File: src/rtl/pport_seq.sv
//------------------------------------------------------------------------------
// pport_seq
//   Sequenced controller for the 8/16-bit peripheral port (WD33C93A plus spare
//   ports). It runs CPU PIO cycles and DREQ/DACK DMA cycles with programmable
//   setup/strobe/hold timing and _IORDY wait states. It owns the word transfer
//   counter (WTC) and flags terminal count and _IORDY timeout. Single SCLK
//   domain.
//
// Ports
//   SCLK, _RST                 clock, async active-low reset
//   PIO_REQ/RW/SEL/WDATA       CPU request side; PIO_RDATA/PIO_ACK completion
//   DMA_EN/DMA_DIR             DMA control (DIR=1: peripheral->memory)
//   WTC_LOAD/WTC_IN/WTC        word transfer counter load and readback
//   DMA_WDATA/WVALID/WREADY    memory->peripheral word handshake
//   DMA_RDATA/RVALID/RREADY    peripheral->memory word handshake
//   TC, ERR, STAT_CLR          sticky status and its clear
//   _DREQ/_DACK/_IORDY/_CSN    peripheral handshake and selects (active low)
//   _IOR/_IOW                  peripheral strobes (active low)
//   P_DOUT/P_OE/P_DIN          peripheral data path
//------------------------------------------------------------------------------
module pport_seq #(
   parameter int DW       = 16,
   parameter int NCS      = 3,
   parameter int CNT_W    = 24,
   parameter int T_SU     = 1,
   parameter int T_STB    = 3,
   parameter int T_HLD    = 1,
   parameter int WAIT_MAX = 255
) (
   input  logic             SCLK,
   input  logic             _RST,
   input  logic             PIO_REQ,
   input  logic             PIO_RW,
   input  logic [NCS-1:0]   PIO_SEL,
   input  logic [DW-1:0]    PIO_WDATA,
   output logic [DW-1:0]    PIO_RDATA,
   output logic             PIO_ACK,
   input  logic             DMA_EN,
   input  logic             DMA_DIR,
   input  logic             WTC_LOAD,
   input  logic [CNT_W-1:0] WTC_IN,
   output logic [CNT_W-1:0] WTC,
   input  logic [DW-1:0]    DMA_WDATA,
   input  logic             DMA_WVALID,
   output logic             DMA_WREADY,
   output logic [DW-1:0]    DMA_RDATA,
   output logic             DMA_RVALID,
   input  logic             DMA_RREADY,
   output logic             TC,
   output logic             ERR,
   input  logic             STAT_CLR,
   input  logic             _DREQ,
   output logic             _DACK,
   input  logic             _IORDY,
   output logic [NCS-1:0]   _CSN,
   output logic             _IOR,
   output logic             _IOW,
   output logic [DW-1:0]    P_DOUT,
   output logic             P_OE,
   input  logic [DW-1:0]    P_DIN
);

   localparam int C_M1  = (T_SU > T_STB) ? T_SU : T_STB;
   localparam int C_M2  = (C_M1 > T_HLD) ? C_M1 : T_HLD;
   localparam int C_MAX = (C_M2 > WAIT_MAX) ? C_M2 : WAIT_MAX;
   localparam int CW    = $clog2(C_MAX + 1);

   localparam logic [CW-1:0] C_SU_LAST   = CW'(T_SU - 1);
   localparam logic [CW-1:0] C_STB_LAST  = CW'(T_STB - 1);
   localparam logic [CW-1:0] C_HLD_LAST  = CW'(T_HLD - 1);
   localparam logic [CW-1:0] C_WAIT_LAST = CW'(WAIT_MAX - 1);

   typedef enum logic [2:0] {
      S_IDLE, S_SETUP, S_STROBE, S_WAIT, S_HOLD
   } state_t;

   state_t           r_state, w_state_nxt;
   logic [CW-1:0]    r_cnt, w_cnt_nxt;
   logic             r_dma, w_dma_nxt;
   logic             r_rd, w_rd_nxt;
   logic [NCS-1:0]   r_sel, w_sel_nxt;
   logic [DW-1:0]    r_wdata, w_wdata_nxt;

   logic             r_pio_ack, r_wready, r_rvalid, r_tc, r_err;
   logic             r_dackn, r_iorn, r_iown, r_oe;
   logic [NCS-1:0]   r_csn;
   logic [DW-1:0]    r_pio_rdata, r_dma_rdata;
   logic [CNT_W-1:0] r_wtc;

   logic w_pio_take, w_dma_elig, w_nobus, w_release, w_timeout, w_done;
   logic w_active_nxt, w_strobe_nxt, w_last_hold_nxt, w_dec;

   // A no-bus PIO acks from IDLE while REQ is still held; masking REQ during
   // that ack keeps the same request from being taken twice.
   assign w_pio_take = PIO_REQ && !r_pio_ack;
   assign w_dma_elig = DMA_EN && !_DREQ && (r_wtc != '0) &&
                       (DMA_DIR ? !r_rvalid : DMA_WVALID);

   always_comb begin
      w_state_nxt = r_state;
      w_cnt_nxt   = r_cnt;
      w_dma_nxt   = r_dma;
      w_rd_nxt    = r_rd;
      w_sel_nxt   = r_sel;
      w_wdata_nxt = r_wdata;
      w_nobus     = 1'b0;
      w_release   = 1'b0;
      w_timeout   = 1'b0;
      w_done      = 1'b0;
      case (r_state)
         S_IDLE: begin
            if (w_pio_take) begin
               if (PIO_SEL == '0) begin
                  w_nobus = 1'b1;
               end else begin
                  w_state_nxt = S_SETUP;
                  w_cnt_nxt   = '0;
                  w_dma_nxt   = 1'b0;
                  w_rd_nxt    = PIO_RW;
                  w_sel_nxt   = PIO_SEL;
                  if (!PIO_RW) w_wdata_nxt = PIO_WDATA;
               end
            end else if (w_dma_elig) begin
               w_state_nxt = S_SETUP;
               w_cnt_nxt   = '0;
               w_dma_nxt   = 1'b1;
               w_rd_nxt    = DMA_DIR;
               w_sel_nxt   = '0;
               if (!DMA_DIR) w_wdata_nxt = DMA_WDATA;
            end
         end
         S_SETUP: begin
            if (r_cnt == C_SU_LAST) begin
               w_state_nxt = S_STROBE;
               w_cnt_nxt   = '0;
            end else begin
               w_cnt_nxt = r_cnt + CW'(1);
            end
         end
         S_STROBE: begin
            if (r_cnt == C_STB_LAST) begin
               w_cnt_nxt = '0;
               if (_IORDY) begin
                  w_state_nxt = S_HOLD;
                  w_release   = 1'b1;
               end else begin
                  w_state_nxt = S_WAIT;
               end
            end else begin
               w_cnt_nxt = r_cnt + CW'(1);
            end
         end
         S_WAIT: begin
            if (_IORDY) begin
               w_state_nxt = S_HOLD;
               w_cnt_nxt   = '0;
               w_release   = 1'b1;
            end else if (r_cnt == C_WAIT_LAST) begin
               w_state_nxt = S_HOLD;
               w_cnt_nxt   = '0;
               w_timeout   = 1'b1;
            end else begin
               w_cnt_nxt = r_cnt + CW'(1);
            end
         end
         S_HOLD: begin
            if (r_cnt == C_HLD_LAST) begin
               w_state_nxt = S_IDLE;
               w_cnt_nxt   = '0;
               w_done      = 1'b1;
            end else begin
               w_cnt_nxt = r_cnt + CW'(1);
            end
         end
         default: begin
            w_state_nxt = S_IDLE;
            w_cnt_nxt   = '0;
         end
      endcase
   end

   // Pins and pulses are registered from the next-state view so they line up
   // with the state they belong to and never glitch.
   assign w_active_nxt    = (w_state_nxt != S_IDLE);
   assign w_strobe_nxt    = (w_state_nxt == S_STROBE) || (w_state_nxt == S_WAIT);
   assign w_last_hold_nxt = (w_state_nxt == S_HOLD) && (w_cnt_nxt == C_HLD_LAST);
   assign w_dec           = w_done && r_dma && (r_wtc != '0);

   always_ff @(posedge SCLK or negedge _RST) begin
      if (!_RST) begin
         r_state <= S_IDLE;
         r_cnt   <= '0;
         r_dma   <= 1'b0;
         r_rd    <= 1'b0;
         r_sel   <= '0;
         r_wdata <= '0;
      end else begin
         r_state <= w_state_nxt;
         r_cnt   <= w_cnt_nxt;
         r_dma   <= w_dma_nxt;
         r_rd    <= w_rd_nxt;
         r_sel   <= w_sel_nxt;
         r_wdata <= w_wdata_nxt;
      end
   end

   always_ff @(posedge SCLK or negedge _RST) begin
      if (!_RST) begin
         r_csn     <= '1;
         r_dackn   <= 1'b1;
         r_iorn    <= 1'b1;
         r_iown    <= 1'b1;
         r_oe      <= 1'b0;
         r_pio_ack <= 1'b0;
         r_wready  <= 1'b0;
      end else begin
         r_csn     <= (w_active_nxt && !w_dma_nxt) ? ~w_sel_nxt : '1;
         r_dackn   <= !(w_active_nxt && w_dma_nxt);
         r_iorn    <= !(w_strobe_nxt && w_rd_nxt);
         r_iown    <= !(w_strobe_nxt && !w_rd_nxt);
         r_oe      <= w_active_nxt && !w_rd_nxt;
         r_pio_ack <= w_nobus || (w_last_hold_nxt && !w_dma_nxt);
         r_wready  <= w_last_hold_nxt && w_dma_nxt && !w_rd_nxt;
      end
   end

   always_ff @(posedge SCLK or negedge _RST) begin
      if (!_RST) begin
         r_pio_rdata <= '0;
         r_dma_rdata <= '0;
         r_rvalid    <= 1'b0;
      end else begin
         if (w_nobus)
            r_pio_rdata <= '0;
         else if ((w_release || w_timeout) && r_rd && !r_dma)
            r_pio_rdata <= w_timeout ? '1 : P_DIN;
         if ((w_release || w_timeout) && r_rd && r_dma)
            r_dma_rdata <= w_timeout ? '1 : P_DIN;
         if (w_done && r_dma && r_rd)
            r_rvalid <= 1'b1;
         else if (DMA_RREADY)
            r_rvalid <= 1'b0;
      end
   end

   always_ff @(posedge SCLK or negedge _RST) begin
      if (!_RST) begin
         r_wtc <= '0;
         r_tc  <= 1'b0;
         r_err <= 1'b0;
      end else begin
         if (WTC_LOAD)
            r_wtc <= WTC_IN;
         else if (w_dec)
            r_wtc <= r_wtc - CNT_W'(1);
         // TC only when the 1->0 decrement really happens (a load overrides it)
         if (w_dec && !WTC_LOAD && (r_wtc == CNT_W'(1)))
            r_tc <= 1'b1;
         else if (STAT_CLR)
            r_tc <= 1'b0;
         if (w_timeout)
            r_err <= 1'b1;
         else if (STAT_CLR)
            r_err <= 1'b0;
      end
   end

   assign PIO_RDATA  = r_pio_rdata;
   assign PIO_ACK    = r_pio_ack;
   assign WTC        = r_wtc;
   assign DMA_WREADY = r_wready;
   assign DMA_RDATA  = r_dma_rdata;
   assign DMA_RVALID = r_rvalid;
   assign TC         = r_tc;
   assign ERR        = r_err;
   assign _DACK      = r_dackn;
   assign _CSN       = r_csn;
   assign _IOR       = r_iorn;
   assign _IOW       = r_iown;
   assign P_DOUT     = r_wdata;
   assign P_OE       = r_oe;

endmodule
File: config.mk
export PLATFORM = sky130hd
export DESIGN_NAME = pport_seq
export DESIGN_NICKNAME = d
export VERILOG_FILES = /design/src/rtl/pport_seq.sv
export SDC_FILE = /design/constraint.sdc
export NUM_CORES = 1
export LEC_CHECK = 0
export ABC_AREA = 0
export CAP_MARGIN = 20
export CORE_MARGIN = 3
export CORE_UTILIZATION = 25
export DETAILED_ROUTE_END_ITERATION = 7
export DONT_BUFFER_PORTS = 1
export GPL_ROUTABILITY_DRIVEN = 0
export GPL_TIMING_DRIVEN = 0
export PLACE_DENSITY = 0.48
export SYNTH_ARGS = -nofsm -noshare
export SYNTH_HDL_FRONTEND = slang
export SYNTH_SLANG_ARGS = --single-unit
File: constraint.sdc
create_clock -name SCLK -period 4.25 [get_ports SCLK]
set_input_delay 0.2125 -clock SCLK [delete_from_list [all_inputs] [get_ports SCLK]]
set_output_delay 0.2125 -clock SCLK [all_outputs]
set_load 0.03 [all_outputs]
Word level (Yosys, flattened, before mapping)
Cells that the tools add are included.
- register bits: 100
- input port bits: 87
- word-level logic and storage cells: 141
- $add $sub $neg: 2
- eq/ne operators: 13
- mux-type cells: 58
- bitwise operators: 1
- reductions and logical operators: 48
- operator list (operator ; count):
    2-to-1 mux 16 bit ; 8
    2-to-1 mux 8 bit ; 7
    2-to-1 mux 24 bit ; 2
    2-to-1 mux 3 bit ; 14
    one-hot mux 8 bit (4 select lines) ; 1
    equality test 24 x 1 -> 1 bit (second input constant) ; 1
    2-to-1 mux 1 bit ; 24
    nonzero test 24 bit ; 1
    subtractor 24 x 1 -> 24 bit (second input constant) ; 1
    logical AND 1 bit ; 21
    logical NOT 8 bit ; 2
    one-hot mux 3 bit (5 select lines) ; 1
    equality test 3 x 2 -> 1 bit (second input constant) ; 4
    nonzero test 2 bit ; 6
    logical NOT 1 bit ; 10
    adder 8 x 1 -> 8 bit (second input constant) ; 1
    equality test 8 x 2 -> 1 bit (second input constant) ; 1
    equality test 8 bit (second input constant) ; 1
    equality test 3 bit (second input constant) ; 2
    logical NOT 3 bit ; 2
    AND reduction 5 bit ; 1
    != test 2 bit (second input constant) ; 2
    equality test 3 x 1 -> 1 bit (second input constant) ; 1
    logical OR 1 bit ; 3
    other kinds (5) ; 5

Logic depth before layout (Yosys ltp)
- word-level depth: 11
- depth in mapped cells: 10
- depth with buffers taken out: 9

Worst setup path before layout
Ideal clock, no wire load.
- kind: register to register
- start point: register r_wtc[2], in the netlist WTC[2]
- end point: register r_pio_ack, in the netlist PIO_ACK
- arrival: 2.362 ns
- path slack: 1.748 ns
- stages on the path, launching flop included: 8
- cells stage by stage: dfrtp_1 -> or4_4 -> nor4b_4 -> a31oi_4 -> nor3_4 -> a31oi_1 -> o2111ai_2 -> o31ai_1
- longest elaborated chain between the ends: 10
- elaborated cells on any way between the ends: 18
- classes of those cells: eq/ne (1); mux (9); reduce/logical (8)
- RTL lines (element ; RTL line ; text):
    start, declared ; 88 ; logic [CNT_W-1:0] r_wtc;
    start signal, assigned ; 255 ; r_wtc <= r_wtc - CNT_W'(1);
    nonzero test 24 bit * ; 96 ; assign w_dma_elig = DMA_EN && !_DREQ && (r_wtc != '0) &&
    logical AND 1 bit * (2 in series) ; 96 ;
    2-to-1 mux 8 bit or 2-to-1 mux 3 bit (tied branches) ; 123 ; end else if (w_dma_elig) begin
    2-to-1 mux 8 bit or 2-to-1 mux 3 bit (tied branches) ; 112 ; if (w_pio_take) begin
    one-hot mux 8 bit (4 select lines) or one-hot mux 3 bit (5 select lines) (tied branches) ; 110 ; case (r_state)
    logical NOT 8 bit or equality test 3 bit (tied branches) ; 186 ; assign w_last_hold_nxt = (w_state_nxt == S_HOLD) && (w_cnt_nxt == C_HLD_LAST);
    logical AND 1 bit ; 186 ;
    logical AND 1 bit * ; 222 ; r_pio_ack <= w_nobus || (w_last_hold_nxt && !w_dma_nxt);
    logical OR 1 bit * ; 222 ;
    end signal, assigned ; 222 ;
    end, declared ; 84 ; logic r_pio_ack, r_wready, r_rvalid, r_tc, r_err;
Mark *: on every way between the ends. The rest lies on a longest branch, timed or not.
A chain may end at the register's enable or synchronous reset.

Worst setup path after layout
- start point: register r_cnt[0]
- end point: register r_wtc[21], in the netlist WTC[21]
- longest elaborated chain between the ends: 6
- RTL lines (element ; RTL line ; text):
    start, declared ; 78 ; logic [CW-1:0] r_cnt, w_cnt_nxt;
    start signal, assigned ; 199 ; r_cnt <= w_cnt_nxt;
    logical NOT 8 bit ; 167 ; if (r_cnt == C_HLD_LAST) begin
    2-to-1 mux 1 bit ; 167 ;
    2-to-1 mux 1 bit ; 110 ;
    logical AND 1 bit (2 in series) ; 187 ; assign w_dec = w_done && r_dma && (r_wtc != '0);
    nonzero test 2 bit (no line) ; - ;
Every way passes these cells.

==> results.yml <==
status:
  status: "completed"
synthesis:
  synth.distinct_cells: 57
  ys_warn_count: 0
  yosysTopAreaCellShare_pct: 46.6
  yosys-top-cells-area: "dfrtp_1 47%, o21ai_0 7.8%, nand2_1 7.0%, mux2i_1 3.2%, dfstp_2 3.1%"
  syn_nets: 621
  async_reset_ff_share_pct: 100
  ys_seq_area_share_pct: 49.7
  syn-cell-area_sq_mm: 0.00505
  syn_inst: 529
  yosysTopAreaCell: "dfrtp_1"
  synth-seq-cells: 100
  syn_avg_cell_area_sq_um: 9.54
  synth_edf_count: 0
  ys.flop_type: "dfrtp_1"
final_layout:
  area_growth_pct: 17.8
  drive_above_1_share_pct: 10.3
  nets: 658
  design_area_sq_mm: 0.00595
sta:
  tns_ns: 0
  worst_pin_slew_ns: 0.708
  skew_ns: 0.0103
  max_freq_mhz: 336
  fin_crit_ns: 2.98
  max-slew-margin-rel_pct: 52.8
  hold_viol: 0
  fin_crit_sh_pct: 70.0
  rsz0062_at_grt: "false"
  slew_violations: 0
  setup_viol: 0
global_routing:
  grt_overflow: 0
  grt_pass1_wl_microns: 23100
  grt_pass1_vias: 4105
  antenna_found_initial: 1
  grt_use_total_pct: 13.4
  grt_max_degree: 101
drt:
  wl_met3_microns: 1570
  drt_iter0_drc: 213
  vias: 4018
  dr.pass1.iters: 5
  wl_met1_microns: 6250
  drtAntennaViolNets: 0
  wl_per_cell_microns: 18.0
  routed_wl_microns: 15100
  top_layer: "met4"
  drc: 0
  wl_met2_microns: 7090
  via_per_inst: 4.80
worst_setup_path:
  path_common_cell: "nand4_1"
  critPathMaxFanout: 5
  slowest_stage: "or4_1"
  critPathMaxStageDelay_ns: 0.54
  reg2reg_from: "r_cnt[0]"
  path_cells: "inv_1 > ha_1 > nor3b_1 > nand4_1 > a31oi_2 > nand4_1 > or4_1 > xor2_1 > o21ai_1"
  worstSetupStartpointType: "register"
  cp-startpoint: "r_cnt[0]"
  r2r-end: "WTC[21]"
  end_kind: "register"
  crit_type: "reg2reg"
  critPathRequiredTime_ns: 4.52
  rrSetupSlack_ns: 1.27
  worstRegToRegCells: 9
  crit_path_end: "WTC[21]"
  arrival_ns: 3.25
clocking:
  cts-root-buf: "clkbuf_16"
  cts_tree: "built"
  clockBufferDepth: 2
  cts_buffers: 9
  cts_max_level: 3
  clk_latency_ns: 0.35
  clk_pin_slew_ns: 0.07
  cts_setup_buffers: 0
  cts_num_sinks: 100
run:
  max-cap-violations: 0
floorplanning:
  rows: 51
  die_y_microns: 148
  fp.dieW_microns: 148
  core-area_sq_mm: 0.0197
  io_pins: 171
  start_util_pct: 25.7
  dieArea_sq_mm: 0.0219
placed_design:
  dpl-instance-area_sq_mm: 0.00538
  dp_hpwl_microns: 11400
  portBuffers: 0
min_path:
  hold_path_class: "in2reg"
  min-delay-start: "WTC_IN[13]"
pwr:
  power_density_mw_per_mm2: 580
  vdd_drop_max_uv: 183
  total_leakage_power_nw: 2.43
==> state kept, by name, summed over array words and instances, names as in the netlist, 3 cells and up <==
signal / count
_CSN: 3
P_DOUT: 16
WTC: 24
r_sel: 3
DMA_RDATA: 16
r_state: 3
PIO_RDATA: 16
r_cnt: 8
==> layer usage <==
metal | global-route usage (%) | up-vias
met5 | 0 | -
met4 | 3.19 | 0
met3 | 5.88 | 12
met2 | 22.2 | 158
met1 | 16.1 | 1919
li1 | - | 1929
==> worst max-delay path, delay by kind of cell (launching register included) <==
kind	cells	cell delay, ns
AND/OR/NAND/NOR	4	1.50
AO/OA/AOI/OAI	2	0.50
adder cells (fa/ha/maj)	1	0.16
buffers and inverters	1	0.14
flip-flops	1	0.43
XOR/XNOR	1	0.16
==> how the worst min path moves through the flow <==
stage | endpoint | slack [ns] | depth (start not counted)
6_report | WTC[13] | 0.02 | 2
5_1_grt | r_sel[0] | 0.004 | 1
4_1_cts | WTC[1] | 0.003 | 2
3_5_place_dp | DMA_RDATA[9] | -0.08 | 0
3_3_place_gp | DMA_RDATA[10] | -0.08 | 0
2_1_floorplan | DMA_RDATA[0] | -0.08 | 0
==> logic make-up (layout without fill, tap and decap cells) <==
group                      Yosys count  after routing  synth area share (%)
AOI/OAI and AO/OA                  137            137                  16.7
xor gates and xnor gates            23             23                  3.99
adders and majority gates            5              5                  1.24
buffers and inverters               41             83                  3.62
DFF                                100            100                  49.7
muxes                               19             19                  3.84
other                                0              1                     0
and+or+nand+nor                    204            204                  20.8
==> cell usage after synthesis, types with 2 or more instances <==
| master | n |
|---|---|
| dfstp_2 | 6 |
| mux2i_1 | 16 |
| buf_2 | 5 |
| inv_1 | 14 |
| or4_4 | 2 |
| clkbuf_1 | 19 |
| nor4_4 | 3 |
| nor3_1 | 10 |
| o21ai_0 | 79 |
| nand4b_1 | 2 |
| xor2_1 | 10 |
| o21ai_2 | 11 |
| buf_6 | 3 |
| nor4_1 | 4 |
| ha_1 | 5 |
| and4_1 | 2 |
| mux2_2 | 3 |
| nand3_1 | 10 |
| o21ai_1 | 9 |
| a31oi_1 | 2 |
| nor3b_1 | 3 |
| and2_1 | 2 |
| a22o_1 | 7 |
| nand2b_1 | 6 |
| dfrtp_1 | 94 |
| o22ai_1 | 4 |
| a21oi_1 | 8 |
| or3_1 | 4 |
| a221oi_1 | 3 |
| nor2_1 | 41 |
| nor2b_1 | 5 |
| xnor2_1 | 13 |
| nand4_1 | 4 |
| or4_1 | 2 |
| o31ai_1 | 3 |
| nand2_1 | 94 |
==> what timing repair did <==
| action | CTS | global route |
|---|---|---|
| hold buffers | 26 | 0 |
| gates resized for setup | 0 | 0 |
| endpoints found under the hold margin | 125 | 0 |
==> power by group <==
group,internal [W],switching (W)
clock,0.000431,0.000378
combinational,0.000331,0.000483
sequential,0.00121,0.000618
==> area by class of cell <==
type | count | area (sq um)
sequential | 100 | 2510
antenna | 1 | 2.50
fill | 2119 | 13700
clock buffer | 11 | 253
buffer | 27 | 130
tap | 265 | 332
multi-input combinational | 388 | 2350
inverter | 14 | 52.6
timing repair buffer | 26 | 278
clock inverter | 5 | 35.0
==> stage by stage <==
step	std cells	power [W]	setup slack [ns]	hold slack (ns)	util (%)
CTS	836	0.00350	1.25	0.00299	30.2
floorplan	529	0.00240	1.75	-0.0831	-
detailed placement	794	0.00263	1.28	-0.0806	27.4
global placement	794	0.00261	1.27	-0.0802	27.4
global route	837	0.00365	1.04	0.00364	30.3
finish	837	0.00345	1.27	0.0195	30.3
==> layout by cell type (no fill, tap or decap), types with 4 or more instances in the layout <==
master / Yosys / layout
o21ai_0: 79 / 79
o21ai_1: 9 / 9
xnor2_1: 13 / 13
nor2_1: 41 / 41
nor4_1: 4 / 4
dlygate4sd3_1: 0 / 25
clkbuf_16: 0 / 9
a21oi_1: 8 / 8
mux2i_1: 16 / 16
o22ai_1: 4 / 4
clkbuf_1: 19 / 19
dfrtp_1: 94 / 94
o21ai_2: 11 / 11
inv_1: 14 / 14
buf_2: 5 / 5
xor2_1: 10 / 10
nor2b_1: 5 / 5
ha_1: 5 / 5
nand3_1: 10 / 10
or3_1: 4 / 4
a22o_1: 7 / 7
nor3_1: 10 / 10
nand2_1: 94 / 94
dfstp_2: 6 / 6
nand4_1: 4 / 4
nand2b_1: 6 / 6
Note: power is estimated with default switching activity, not from simulation.
